===== src/rtl/hci_pkg.sv =====
// ---------------------------------------------------------------------------
// hci_pkg
// Shared definitions for the PIO command executor: FIFO and field widths,
// command field offsets, FSM state encoding, response error codes and a
// helper that converts a byte length into a DWORD count.
// No ports (package).
// ---------------------------------------------------------------------------
package hci_pkg;

    // FIFO data widths
    localparam int CmdFifoWidth  = 64;
    localparam int TxFifoWidth   = 32;
    localparam int RxFifoWidth   = 32;
    localparam int RespFifoWidth = 32;

    // Field and counter widths
    localparam int DevIdxWidth = 5;
    localparam int LenWidth    = 16;
    localparam int ErrWidth    = 4;
    localparam int TidWidth    = 4;
    localparam int CountWidth  = 15;

    // Command word field offsets
    localparam int CmdAttrLsb = 0;
    localparam int CmdAttrMsb = 2;
    localparam int TidLsb     = 3;
    localparam int TidMsb     = 6;
    localparam int DevIdxLsb  = 16;
    localparam int DevIdxMsb  = 20;
    localparam int RnwBit     = 29;
    localparam int DataLenLsb = 48;
    localparam int DataLenMsb = 63;

    // Response error status codes
    localparam logic [ErrWidth-1:0] ErrSuccess     = 4'h0;
    localparam logic [ErrWidth-1:0] ErrUnsupported = 4'h5;

    typedef enum logic [2:0] {
        ST_IDLE      = 3'd0,
        ST_DECODE    = 3'd1,
        ST_REQ       = 3'd2,
        ST_XFER      = 3'd3,
        ST_WAIT_DONE = 3'd4,
        ST_DRAIN     = 3'd5,
        ST_RESP      = 3'd6
    } state_e;

    // Round the byte length up to whole DWORDs; the sum needs 17 bits so a
    // length of 0xFFFF does not wrap, and the result always fits 15 bits.
    function automatic logic [CountWidth-1:0] dword_count(input logic [LenWidth-1:0] len);
        logic [LenWidth:0] w_sum;
        w_sum = {1'b0, len} + 17'd3;
        return w_sum[LenWidth:2];
    endfunction

endpackage


===== src/rtl/pio_cmd_exec.sv =====
// ---------------------------------------------------------------------------
// pio_cmd_exec
// Pops PIO commands from the command FIFO, requests a transfer from the bus
// engine, streams write data TX FIFO -> engine or read data engine -> RX FIFO,
// waits for completion and pushes a response word.
//
// Handshake rule for every valid/ready pair: a beat moves on a cycle where
// valid && ready; a valid, once raised, stays high with stable data until
// that beat.
//
// Ports:
//   clk_i, rst_ni                 clock, async active-low reset
//   enable_i                      fetch new commands only while high
//   cmdrst_i/txrst_i/rxrst_i/resprst_i  soft resets: abort to IDLE
//   cmd_fifo_*                    command pop (64b)
//   tx_fifo_*                     TX data pop (32b)
//   rx_fifo_*                     RX data push (32b)
//   resp_fifo_*                   response push (32b)
//   xfer_req_o/xfer_ack_i + dev_idx/rnw/len   transfer request to engine
//   eng_tx_*, eng_rx_*            data streams to/from engine
//   xfer_done_i/err_i/bytes_i     engine completion
//   busy_o                        high outside IDLE
//   dbg_state_o                   current FSM state for observation
// ---------------------------------------------------------------------------
module pio_cmd_exec
    import hci_pkg::*;
#(
    parameter bit DrainOnError = 1'b1
) (
    input  logic                     clk_i,
    input  logic                     rst_ni,
    input  logic                     enable_i,
    input  logic                     cmdrst_i,
    input  logic                     txrst_i,
    input  logic                     rxrst_i,
    input  logic                     resprst_i,
    input  logic                     cmd_fifo_rvalid_i,
    output logic                     cmd_fifo_rready_o,
    input  logic [CmdFifoWidth-1:0]  cmd_fifo_rdata_i,
    input  logic                     tx_fifo_rvalid_i,
    output logic                     tx_fifo_rready_o,
    input  logic [TxFifoWidth-1:0]   tx_fifo_rdata_i,
    output logic                     rx_fifo_wvalid_o,
    input  logic                     rx_fifo_wready_i,
    output logic [RxFifoWidth-1:0]   rx_fifo_wdata_o,
    output logic                     resp_fifo_wvalid_o,
    input  logic                     resp_fifo_wready_i,
    output logic [RespFifoWidth-1:0] resp_fifo_wdata_o,
    output logic                     xfer_req_o,
    input  logic                     xfer_ack_i,
    output logic [DevIdxWidth-1:0]   xfer_dev_idx_o,
    output logic                     xfer_rnw_o,
    output logic [LenWidth-1:0]      xfer_len_o,
    output logic                     eng_tx_valid_o,
    input  logic                     eng_tx_ready_i,
    output logic [31:0]              eng_tx_data_o,
    input  logic                     eng_rx_valid_i,
    output logic                     eng_rx_ready_o,
    input  logic [31:0]              eng_rx_data_i,
    input  logic                     xfer_done_i,
    input  logic [ErrWidth-1:0]      xfer_err_i,
    input  logic [LenWidth-1:0]      xfer_bytes_i,
    output logic                     busy_o,
    output logic [2:0]               dbg_state_o
);

    state_e                  r_state;
    state_e                  w_next_state;
    logic [CmdFifoWidth-1:0] r_cmd;
    logic [CountWidth-1:0]   r_count;
    logic [CountWidth-1:0]   w_count_next;
    logic [ErrWidth-1:0]     r_err;
    logic [LenWidth-1:0]     r_bytes;

    logic                    w_soft_rst;
    logic                    w_active;
    logic [2:0]              w_attr;
    logic [TidWidth-1:0]     w_tid;
    logic                    w_rnw;
    logic [LenWidth-1:0]     w_len;
    logic                    w_cmd_pop;
    logic                    w_tx_pop;
    logic                    w_rx_push;
    logic                    w_resp_push;
    logic                    w_count_dec;
    logic                    w_done_take;
    logic                    w_drain_after_err;
    logic                    w_unused_cmd_bits;

    assign w_soft_rst = cmdrst_i | txrst_i | rxrst_i | resprst_i;
    // Gating with rst_ni keeps every output at 0 while reset is asserted,
    // including cmd_fifo_rready_o which otherwise follows enable_i in IDLE.
    assign w_active   = rst_ni & ~w_soft_rst;

    assign w_attr = r_cmd[CmdAttrMsb:CmdAttrLsb];
    assign w_tid  = r_cmd[TidMsb:TidLsb];
    assign w_rnw  = r_cmd[RnwBit];
    assign w_len  = r_cmd[DataLenMsb:DataLenLsb];
    assign w_unused_cmd_bits = ^{r_cmd[15:7], r_cmd[28:21], r_cmd[47:30]};

    assign w_cmd_pop   = cmd_fifo_rvalid_i & cmd_fifo_rready_o;
    assign w_tx_pop    = tx_fifo_rvalid_i & tx_fifo_rready_o;
    assign w_rx_push   = rx_fifo_wvalid_o & rx_fifo_wready_i;
    assign w_resp_push = resp_fifo_wvalid_o & resp_fifo_wready_i;

    // Only one pop/push path is open per state, so the count can simply
    // decrement on whichever data beat the current state allows.
    assign w_count_dec  = ((r_state == ST_XFER) && (w_rnw ? w_rx_push : w_tx_pop)) ||
                          ((r_state == ST_DRAIN) && w_tx_pop);
    assign w_count_next = r_count - {{(CountWidth-1){1'b0}}, w_count_dec};

    // Completion is honoured only while a transfer is actually outstanding.
    assign w_done_take = xfer_done_i &&
                         (((r_state == ST_REQ) && xfer_ack_i) ||
                          (r_state == ST_XFER) || (r_state == ST_WAIT_DONE));

    // A failed write leaves TX DWORDs behind; drain them so the next command
    // starts on a clean TX FIFO.
    assign w_drain_after_err = DrainOnError && !w_rnw && (w_count_next != '0);

    assign xfer_dev_idx_o = r_cmd[DevIdxMsb:DevIdxLsb];
    assign xfer_rnw_o     = w_rnw;
    assign xfer_len_o     = w_len;
    assign busy_o         = (r_state != ST_IDLE);
    assign dbg_state_o    = r_state;

    // State register
    always_ff @(posedge clk_i or negedge rst_ni) begin
        if (!rst_ni) begin
            r_state <= ST_IDLE;
        end else begin
            r_state <= w_next_state;
        end
    end

    // Next-state logic
    always_comb begin
        w_next_state = r_state;
        case (r_state)
            ST_IDLE: begin
                if (w_cmd_pop) w_next_state = ST_DECODE;
            end
            ST_DECODE: begin
                w_next_state = (w_attr != 3'd0) ? ST_RESP : ST_REQ;
            end
            ST_REQ: begin
                if (xfer_ack_i) begin
                    if (xfer_done_i)
                        w_next_state = w_drain_after_err ? ST_DRAIN : ST_RESP;
                    else
                        w_next_state = (r_count != '0) ? ST_XFER : ST_WAIT_DONE;
                end
            end
            ST_XFER: begin
                if (xfer_done_i)
                    w_next_state = w_drain_after_err ? ST_DRAIN : ST_RESP;
                else if (w_count_next == '0)
                    w_next_state = ST_WAIT_DONE;
            end
            ST_WAIT_DONE: begin
                if (xfer_done_i) w_next_state = ST_RESP;
            end
            ST_DRAIN: begin
                if (w_count_next == '0) w_next_state = ST_RESP;
            end
            ST_RESP: begin
                if (w_resp_push) w_next_state = ST_IDLE;
            end
            default: w_next_state = ST_IDLE;
        endcase
        if (w_soft_rst) w_next_state = ST_IDLE;
    end

    // Output logic
    always_comb begin
        cmd_fifo_rready_o  = 1'b0;
        tx_fifo_rready_o   = 1'b0;
        rx_fifo_wvalid_o   = 1'b0;
        rx_fifo_wdata_o    = '0;
        resp_fifo_wvalid_o = 1'b0;
        resp_fifo_wdata_o  = '0;
        xfer_req_o         = 1'b0;
        eng_tx_valid_o     = 1'b0;
        eng_tx_data_o      = '0;
        eng_rx_ready_o     = 1'b0;
        if (w_active) begin
            case (r_state)
                ST_IDLE: cmd_fifo_rready_o = enable_i;
                ST_REQ:  xfer_req_o = 1'b1;
                ST_XFER: begin
                    // Zero-latency passthrough between FIFO and engine.
                    if (w_rnw) begin
                        rx_fifo_wvalid_o = eng_rx_valid_i;
                        eng_rx_ready_o   = rx_fifo_wready_i;
                        rx_fifo_wdata_o  = eng_rx_data_i;
                    end else begin
                        eng_tx_valid_o   = tx_fifo_rvalid_i;
                        tx_fifo_rready_o = eng_tx_ready_i;
                        eng_tx_data_o    = tx_fifo_rdata_i;
                    end
                end
                ST_DRAIN: tx_fifo_rready_o = 1'b1;
                ST_RESP: begin
                    resp_fifo_wvalid_o = 1'b1;
                    resp_fifo_wdata_o  = {r_err, w_tid, 8'h00, r_bytes};
                end
                default: ;
            endcase
        end
    end

    // Command, count and completion registers
    always_ff @(posedge clk_i or negedge rst_ni) begin
        if (!rst_ni) begin
            r_cmd   <= '0;
            r_count <= '0;
            r_err   <= '0;
            r_bytes <= '0;
        end else if (w_soft_rst) begin
            r_count <= '0;
            r_err   <= '0;
            r_bytes <= '0;
        end else begin
            if (w_cmd_pop) r_cmd <= cmd_fifo_rdata_i;
            if (r_state == ST_DECODE) begin
                r_bytes <= '0;
                if (w_attr != 3'd0) begin
                    r_err   <= ErrUnsupported;
                    r_count <= '0;
                end else begin
                    r_err   <= ErrSuccess;
                    r_count <= dword_count(w_len);
                end
            end else begin
                if (w_count_dec) r_count <= w_count_next;
                if (w_done_take) begin
                    r_err   <= xfer_err_i;
                    r_bytes <= xfer_bytes_i;
                end
            end
        end
    end

endmodule


===== config.mk =====
export PLATFORM = sky130hd
export DESIGN_NAME = pio_cmd_exec
export DESIGN_NICKNAME = d
export VERILOG_FILES = /design/src/rtl/hci_pkg.sv /design/src/rtl/pio_cmd_exec.sv
export SDC_FILE = /design/constraint.sdc
export NUM_CORES = 1
export LEC_CHECK = 0
export CAP_MARGIN = 20
export CELL_PAD_IN_SITES_DETAIL_PLACEMENT = 1
export CELL_PAD_IN_SITES_GLOBAL_PLACEMENT = 2
export CORE_MARGIN = 2
export CORE_UTILIZATION = 20
export CTS_CLUSTER_SIZE = 12
export DETAILED_ROUTE_END_ITERATION = 10
export GPL_TIMING_DRIVEN = 0
export PLACE_DENSITY = 0.83
export SYNTH_ARGS = -nofsm -noshare
export SYNTH_HDL_FRONTEND = slang
export SYNTH_SLANG_ARGS = --single-unit
export TNS_END_PERCENT = 30

===== constraint.sdc =====
create_clock -name clk_i -period 4.68 [get_ports clk_i]
set_input_delay 0.702 -clock clk_i [delete_from_list [all_inputs] [get_ports clk_i]]
set_output_delay 0.702 -clock clk_i [all_outputs]
set_load 0.03 [all_outputs]

==> results.json, run 1 <==
{
  "crit_fanout": 10,
  "crit_path_end_kind": "output port",
  "vias_per_cell": 4.35,
  "crit_path_max_incr_delay_ns": 0.69,
  "port_buffers": 248,
  "ioPinCount": 292,
  "antenna_found_initial": 1,
  "synth-seq-cells": 67,
  "cpMostUsedCell": "clkdlybuf4s50_1",
  "ctsHoldBuffers": 0,
  "fin_nets": 934,
  "ys_warn_count": 0,
  "cp_cell_sequence": "clkdlybuf4s50_1, nor4_4, buf_4, nand2_4, nor4_2, clkbuf_1, and2_1, clkdlybuf4s50_1",
  "hp-class": "primary input to asynchronous set/reset pin",
  "cts_buffers": 9,
  "crit_required_ns": 3.98,
  "period_share_pct": 92.4,
  "async_flop_share_pct": 100,
  "max_slew_margin_pct": 48.4,
  "synth_top_flop_cell": "dfrtp_1",
  "cts.htree.levels": 3,
  "clk_pin_slew_ns": 0.06,
  "cts.sinks": 67,
  "drive_above_1_share_pct": 12.8,
  "wl_mm": 17.1,
  "cts_tree": "yes",
  "tightest_slew_ns": 0.774,
  "grt_pass1_wl_mm": 26.4,
  "netlist-cell-type-count": 55,
  "slew_violations": 0,
  "grt_max_degree": 47,
  "avgSynthCellArea_um2": 9.15,
  "pre_cts_ws_ns": -0.424,
  "cp.arrival_ns": 3.62,
  "die_w_um": 155,
  "critPathTopFamily": "buffers and inverters",
  "grt_use_total_pct": 14.0,
  "fin_crit_ns": 4.32,
  "initial_core_util_pct": 20.3,
  "power_density_nw_per_um2": 220,
  "power.leakage_nw": 3.37,
  "worst_skew_pair.late_latency_ns": 0.34,
  "clock-root-buffer": "clkbuf_16",
  "drc": 0,
  "final_hold_viol_count": 0,
  "vias": 4610,
  "worst-path-buf-inv": 4,
  "firstDrtPassIters": 4,
  "grt_pass1_vias": 4729,
  "postLayoutCoreUtil_pct": 34.7,
  "cp_slowest_cell": "clkdlybuf4s50_1",
  "core_area_um2": 22500,
  "die_area_um2": 24100,
  "synth-edff-count": 0,
  "synth_area_um2": 4570,
  "dp.cells": 1040,
  "ant_nets": 0,
  "place_hpwl_mm": 13.8,
  "final_area_um2": 7820,
  "rsz0062_at_grt": "no",
  "wl_per_cell_um": 16.2,
  "place.gp.congestion": 0.759,
  "max_freq_ghz": 0.231,
  "synthCells": 499,
  "die_y_um": 155,
  "grt-ovfl-total": 0,
  "layout_setup_ws_ns": 0.357,
  "first_iter_violations": 147,
  "row_count": 55,
  "peakVddDrop_mv": 0.184,
  "fin_skew_ns": 0.0105,
  "crit_type": "primary input to output port",
  "crit_path_start_kind": "primary input",
  "setup_violations": 0,
  "syn2layout_area_growth_pct": 71.2,
  "post_dp_cell_area_um2": 7460,
  "clk_path_buf_depth": 2,
  "synth-seq-area-share_pct": 36.7,
  "outcome": "completed",
  "maxCapViolations": 0,
  "fin_cells": 1060
}
[final timing paths]
path	start	endpoint	slack, ns	cells after the start
min in group clk_i	r_cmd[4]$_DFFE_PN0P_	r_cmd[4]$_DFFE_PN0P_	0.49	1
max in group asynchronous	rst_ni	r_count[5]$_DFFE_PN0P_	3.79	2
worst min-delay path	rst_ni	r_bytes[7]$_DFFE_PN0P_	0.29	1
worst max-delay path	resprst_i	rx_fifo_wdata_o[11]	0.36	8
worst min register to register	r_cmd[4]$_DFFE_PN0P_	r_cmd[4]$_DFFE_PN0P_	0.49	1
worst max register to register	dbg_state_o[1]$_DFFE_PN0P_	dbg_state_o[2]$_DFFE_PN0P_	0.56	12
[registers in the layout, summed over array words and instances (netlist names)]
name         count
dbg_state_o      3
r_bytes         16
r_cmd           29
r_count         15
r_err            4
[layout make-up]
class	instances	area, µm²
repair buffers	252	2530
well taps	285	357
plain buffers	53	332
fillers	2619	14700
clock buffers	10	239
diodes	1	2.50
multi-input cells	374	2570
clock inverters	6	65.1
inverters	12	45.0
flip-flops and latches	67	1680
[report_power, final]
group | switching, mW | leakage [nW] | internal, mW
sequential | 0.0398 | 0.916 | 0.613
combinational | 0.145 | 2.31 | 0.219
clock | 0.278 | 0.148 | 0.427
[worst reg2reg max path, delay by kind of cell, from the launching register on]
kind,cells,cell delay [ns]
buffers and inverters,1,0.29
adder cells (fa/ha/maj),2,0.48
flip-flops,1,0.54
AO/OA/AOI/OAI,4,1.06
AND/OR/NAND/NOR,5,1.65
[synthesized netlist by cell type, drive strengths merged (5+ instances only)]
master / number / area share (%)
nor4: 14 / 2.2
nor2: 45 / 3.7
a21oi: 19 / 2.2
nand2: 22 / 2.0
dfrtp: 67 / 37
nand3: 7 / 0.77
o21a: 6 / 0.99
or3: 5 / 0.79
inv: 12 / 0.99
nor3b: 5 / 0.93
mux2: 29 / 8.0
clkbuf: 15 / 1.2
nor3: 8 / 0.88
and2: 94 / 13
o21ai: 13 / 1.4
buf: 38 / 6.0
nand4: 7 / 0.96
xnor2: 13 / 2.5
mux2i: 21 / 4.6
a31oi: 10 / 1.4
[through the flow]
stage          power, mW  TNS, ns  hold slack, ns
4_1_cts             1.75    -1.94           0.289
2_1_floorplan      0.824        0           0.406
6_report            1.72        0           0.286
3_3_place_gp        1.02  -272.74           0.480
5_1_grt             1.80        0           0.301
3_5_place_dp        1.03    -6.76           0.486
[metal layers]
layer  global-route usage [%]  vias to the layer above  share of wire, %  wire length, µm
met5                        0                        -                 0                0
met4                     3.92                        0               1.6              271
met3                     3.98                       14               7.6             1300
met2                     24.4                      179                49             8370
met1                     16.8                     2184                42             7200
li1                         -                     2233                 -                -
[layout by cell type, fill, tap and decap left out, types with 4 or more instances in the layout]
cell type,synthesis,final
a21oi_1,18,18
a31oi_1,10,10
and2_1,94,94
and3_1,4,4
buf_2,7,7
buf_4,29,33
clkbuf_1,15,15
clkbuf_16,0,9
clkdlybuf4s50_1,0,247
conb_1,1,8
dfrtp_1,67,67
inv_1,12,12
mux2_2,19,19
mux2_4,10,10
mux2i_1,21,21
nand2_1,21,21
nand3_1,7,7
nand4_1,7,7
nor2_1,45,45
nor3_1,8,8
nor3b_1,4,4
nor4_1,13,10
o211ai_1,4,4
o21a_1,6,6
o21ai_0,13,13
o22a_1,4,4
or3_1,4,4
xnor2_1,13,13
xor2_1,4,4
[kinds of logic after synthesis]
logic type                 share of synthesized area, %
buffers and inverters                              8.25
other                                            0.0821
and+or+nand+nor                                    28.4
muxes                                              12.6
DFF                                                36.7
AOI/OAI and AO/OA                                  10.2
adders and majority gates                         0.548
xor gates and xnor gates                           3.26
[repair_timing]
action	CTS	global route
resized for setup	2	3
setup endpoints to repair	71	83
setup buffers	0	3
pin swaps	0	1
No activity file was read; power rests on OpenSTA's default activity.
==> run 2, diff against run 1 <==
- CTS_CLUSTER_DIAMETER: not set -> 200
==> results of run 2 <==
Same layout as run 1: the final DEF is identical, and so are final timing and power.
==> run 3, diff against run 2 <==
- CTS_CLUSTER_DIAMETER: 200 -> not set
- SKIP_LAST_GASP: not set -> 1
==> results of run 3 <==
Same layout as run 1: the final DEF is identical, and so are final timing and power.
==> RTL change 1, RTL diff (flow settings as in run 3) <==
`DrainOnError`: 1'b1 -> 1'b0.
--- a/src/rtl/pio_cmd_exec.sv
+++ b/src/rtl/pio_cmd_exec.sv
@@ -25,7 +25,7 @@
 module pio_cmd_exec
     import hci_pkg::*;
 #(
-    parameter bit DrainOnError = 1'b1
+    parameter bit DrainOnError = 1'b0
 ) (
     input  logic                     clk_i,
     input  logic                     rst_ni,
Formal check against the unedited RTL: not equivalent (Yosys sat finds a counterexample within 4 cycles, from zero or initial values and one cycle with rst_ni low).
==> RTL change 1 against run 3 <==
- cell count shrank 0.19%
- sequential share of layout area grew 0.22 points
- synthesized cell count grew 0.40%
- total power down 6.0%
- setup slack better by 13 ps
- wire length rose by 0.16%
- sequential cell count unchanged
- synthesized area grew 0.25%
- non-clock buffer count rose by 2
- design area down 1.0%
==> RTL change 1: results (changes against run 3) <==
* CTS clk-pin slew, worst paths at 60 ps (about the same)
* Root buf cell: clkbuf_16 (unchanged)
* Nets at 934 (unchanged)
* Dpl hpwl at 13900 um (was 13800 um)
* Initial antenna violation count at 0 (was 1)
* Post-synthesis sequential area ratio at 36.6% (was 36.7%)
* Via count at 4703 (was 4610)
* Clock Latency Late Sink at 340 ps (about the same)
* CTS Buf Count at 9 (unchanged)
* GRT Util Overall at 13.9% (was 14.0%)
* Post-synth top cells: and2_1 (94), dfrtp_1 (67), nor2_1 (41), buf_4 (29), mux2_2 (29) (was and2_1 (94), dfrtp_1 (67), nor2_1 (45), buf_4 (29))
* Largest registers: r_cmd x29, r_bytes x16, r_count x15 (unchanged)
* Vias in the first global route at 4833 (was 4729)
* Status: finished, final reports clean (unchanged)
* ANT cells at 0 (was 1)
* Synth top area cells: dfrtp_1 (37%), and2_1 (13%), mux2_2 (7.1%) (was dfrtp_1 (37%), and2_1 (13%), buf_4 (4.8%))
* CTS Buffer Depth at 2 (unchanged)
* Port Buf Inserts at 248 (unchanged)
* Share of cells above drive strength 1 at 11.6% (was 12.8%)
* H-tree depth at 3 (unchanged)
* Worst-Margin Slew at 665 ps (was 774 ps)
* GPL Wtd Cong at 0.762 (was 0.759)
* Met2 Wirelength at 8610 um (was 8370 um)
* WL met1 at 6870 um (was 7200 um)
* Clock Skews at 6.67 ps (was 10.5 ps)
* Worst Path Required at 4900 ps (was 3980 ps)
* Top FF cell, synth: dfrtp_1 (unchanged)
* Pin count of the biggest net entering global routing at 51 (was 47)
* Initial drt markers at 187 (was 147)
* CP peak stage delay at 440 ps (was 690 ps)
* Lkg Pwr at 3.40 nW (was 3.37 nW)
* Setup crit start: cmdrst_i (was resprst_i)
* Grt total ovfl at 0 (unchanged)
* Fraction of registers with async set/reset at 100% (unchanged)
* Peak supply drop at 0.194 mV (was 0.184 mV)
* Top reg by flops: r_cmd (unchanged)
* Routed WL at 17200 um (was 17100 um)
* Netlist cell types at 57 (was 55)
* Metal3 WL at 1270 um (was 1300 um)
* Global-route wire length before repair at 26400 um (about the same)
* Setup bufs post-CTS at 0 (unchanged)
* Top sig layer: met4 (unchanged)
* Worst r2r src: dbg_state_o[1] (unchanged)
* Synth Warn # at 0 (unchanged)
-- RTL change 1: worst max-delay path: cells and delay by family --
family                   cells  cell delay (ps)
multiplexers                 1              340
adder cells (fa/ha/maj)      1              250
AND/OR/NAND/NOR              6             1240
AO/OA/AOI/OAI                3              840
buffers and inverters        4             1160
-- RTL change 1: final timing paths --
check | end | slack (ps) | cells past startpoint
worst max-delay path | dbg_state_o[2] | 370 | 15
worst min-delay path | r_cmd[54] | 250 | 1
worst max register to register | dbg_state_o[2] | 610 | 14
worst min register to register | r_cmd[5] | 500 | 1
max in group asynchronous | r_bytes[2] | 3860 | 2
min in group clk_i | r_cmd[5] | 500 | 1
-- RTL change 1: per-layer routing --
metal  track usage [%]  vias up
met5                 0        -
met4              4.89        0
met3              3.62       23
met2              25.1      185
met1              15.7     2240
li1                  -     2255
-- RTL change 1: cell type report --
class	count	area, sq um
buffer	58	344
sequential	67	1680
tap	285	357
multi-input combinational	372	2550
clock buffer	11	233
inverter	11	41.3
fill	2598	14800
clock inverter	5	30.0
timing repair buffer	249	2510
-- RTL change 1: kinds of logic after synthesis --
kind of cell	Yosys count	share of synthesized area, %
xor+xnor	14	2.68
flops	67	36.6
buf+inv	69	8.39
simple gates	216	26.3
mux	51	12.0
other cells	1	0.0819
compound gates	80	13.1
fa+ha+maj	3	0.820
-- RTL change 1: report_power, final --
group / total, mW / leakage (nW) / switching (mW) / internal (mW)
logic: 0.347 / 2.36 / 0.138 / 0.210
clock network: 0.621 / 0.125 / 0.265 / 0.356
registers: 0.650 / 0.916 / 0.0367 / 0.614
-- RTL change 1: through the flow --
step	setup WS (ps)	hold WS, ps	TNS (ps)	std cells	cell area, sq um
after floorplan	1100	406	0	508	4600
after global placement	-3180	481	-289930	1041	7440
after detailed placement	-393	485	-1120	1042	7470
after CTS	163	256	0	1058	7740
after global routing	0.995	263	0	1058	7740
final	370	247	0	1058	7740
-- RTL change 1: repair_timing --
item,CTS,global route
pin swaps,0,0
resized for setup,1,3
setup endpoints to repair,3,3
==> RTL change 2, RTL diff (settings of run 3) <==
Made on the original files. Register the output `dbg_state_o` once more, without a reset; this adds one clock of latency there. The other outputs are not delayed to match.
--- a/src/rtl/pio_cmd_exec.sv
+++ b/src/rtl/pio_cmd_exec.sv
@@ -122,7 +122,9 @@
     assign xfer_rnw_o     = w_rnw;
     assign xfer_len_o     = w_len;
     assign busy_o         = (r_state != ST_IDLE);
-    assign dbg_state_o    = r_state;
+    always_ff @(posedge clk_i) begin
+        dbg_state_o <= r_state;
+    end
 
     // State register
     always_ff @(posedge clk_i or negedge rst_ni) begin
Behaviour: not the same (Yosys sat finds a counterexample within 4 cycles, from zero or initial values and one cycle with rst_ni low).
==> RTL change 2 against run 3 <==
- synthesized cell count grew 14%
- wire length increased by 6.9%
- setup slack worse by 190 ps
- fmax shrank 4.2%
- cell count increased by 6.5%
- synthesized area grew 1.8%
- largest power group unchanged
- first-iteration DRC count is 22% higher
- sequential power grew 3.7%
- global-route usage is 0.74 points higher
- sequential cell count increased by 3
- total power about the same
- design area rose by 1.4%
- hold slack worse by 38 ps
- non-clock buffer count increased by 7
- critical endpoint is now resp_fifo_wdata_o[28]
==> RTL change 2: results (changes against run 3) <==
* Netlist cell types at 59 (was 55)
* Routed WL at 18300 um (was 17100 um)
* Lkg Pwr at 3.50 nW (was 3.37 nW)
* Pin count of the biggest net entering global routing at 56 (was 47)
* Global-route wire length before repair at 28100 um (was 26400 um)
* Synth top area cells: dfrtp_1 (36%), and2_1 (12%), nand2_1 (8.6%) (was dfrtp_1 (37%), and2_1 (13%), buf_4 (4.8%))
* Post-synth top cells: nand2_1 (106), and2_1 (91), dfrtp_1 (67), nor2_1 (52), buf_4 (29) (was and2_1 (94), dfrtp_1 (67), nor2_1 (45), buf_4 (29))
* Placed cells at 1110 (was 1040)
* Max-cap viol count at 0 (unchanged)
* Initial antenna violation count at 0 (was 1)
* Vias in the first global route at 4895 (was 4729)
* Share of cells above drive strength 1 at 8.89% (was 12.8%)
* Post-synthesis sequential area ratio at 37.4% (was 36.7%)
* Dpl cell area at 7540 sq um (was 7460 sq um)
* Via count at 4769 (was 4610)
* Peak supply drop at 0.164 mV (was 0.184 mV)
* Fill count at 2701 (was 2619)
* Worst hold margin at 248 ps (was 286 ps)
* Routed length per instance at 16.2 um (about the same)
* Synthesized instance count at 569 (was 499)
* CP arrival at 3810 ps (was 3620 ps)
* Root buf cell: clkbuf_16 (unchanged)
* Nets at 1005 (was 934)
* GPL Wtd Cong at 0.759 (about the same)
* P_int at 1.27 mW (was 1.26 mW)
* Worst-Margin Slew at 765 ps (was 774 ps)
* Fraction of registers with async set/reset at 95.7% (was 100%)
* Dpl hpwl at 14600 um (was 13800 um)
* Initial drt markers at 180 (was 147)
* Power share of the sequential group at 39.3% (was 37.9%)
* ANT cells at 0 (was 1)
* GRT Util Overall at 14.7% (was 14.0%)
* Status: finished, final reports clean (unchanged)
## RTL change 2: power groups by stage
stage / registers, mW / clock network (mW) / logic (mW)
after floorplan: 0.678 / 0 / 0.161
after global placement: 0.687 / 0 / 0.352
after detailed placement: 0.689 / 0 / 0.358
after CTS: 0.678 / 0.718 / 0.361
after global routing: 0.684 / 0.738 / 0.386
final: 0.677 / 0.688 / 0.357
## RTL change 2: cell families (layout without fill, tap and decap cells)
| logic type | count (synthesis) | in the layout | synth area share (%) |
|---|---|---|---|
| AND/OR/NAND/NOR | 316 | 316 | 34.7 |
| flip-flops | 70 | 70 | 37.4 |
| AO/OA/AOI/OAI | 68 | 68 | 9.98 |
| buffers and inverters | 67 | 335 | 8.07 |
| multiplexers | 24 | 24 | 5.19 |
| XOR/XNOR | 20 | 20 | 3.77 |
| adder cells (fa/ha/maj) | 3 | 3 | 0.807 |
| other | 1 | 8 | 0.0807 |
## RTL change 2: final timing paths
kind | from | endpoint | slack (ps) | cells past startpoint
max | txrst_i | resp_fifo_wdata_o[28] | 170 | 8
min | rst_ni | r_cmd[48] | 250 | 1
max reg2reg | r_state[1] | r_state[1] | 950 | 13
min reg2reg | r_state[0] | dbg_state_o[0] | 390 | 0
max in group asynchronous | rst_ni | r_err[2] | 3840 | 2
min in group clk_i | r_state[0] | dbg_state_o[0] | 390 | 0
## RTL change 2: critical path, cell delays in order
cell and delay [ps]:
clkdlybuf4s50_1 500, nor4_4 460, buf_2 310, nand2_1 190, nor3_4 360, buf_1 400
and2_1 190, clkdlybuf4s50_1 690
## RTL change 2: per-layer routing
layer / wire (um) / share of wire, % / global-route usage [%]
met1: 8730 / 48 / 21.0
met2: 8570 / 47 / 23.4
met3: 917 / 5.0 / 2.82
met4: 104 / 0.57 / 2.49
met5: 0 / 0 / 0
## RTL change 2: timing repair
item / CTS / global route
hold endpoints to repair: 0 / 0
endpoints found under the setup margin: 34 / 74
gates cloned: 0 / 0
resized for setup: 3 / 11
buffers inserted: 0 / 4
## RTL change 2: cell type report
| class | instances | area [sq um] | area share, % |
|---|---|---|---|
| clock inverters | 5 | 58.8 | 0.742 |
| multi-input cells | 439 | 2620 | 33.1 |
| clock buffers | 11 | 243 | 3.06 |
| flip-flops and latches | 70 | 1740 | 21.9 |
| plain buffers | 59 | 347 | 4.37 |
| well taps | 285 | 357 | 4.50 |
| repair buffers | 253 | 2540 | 32.0 |
| inverters | 7 | 26.3 | 0.331 |
## RTL change 2: stage by stage
step	util (%)	power (mW)	worst slack (ps)	setup TNS [ps]
2_1_floorplan	-	0.839	969	0
3_3_place_gp	33.1	1.04	-3100	-282670
3_5_place_dp	33.2	1.05	-664	-5300
4_1_cts	34.6	1.76	-123	-1110
5_1_grt	34.9	1.81	-103	-705
6_report	34.9	1.72	169	0
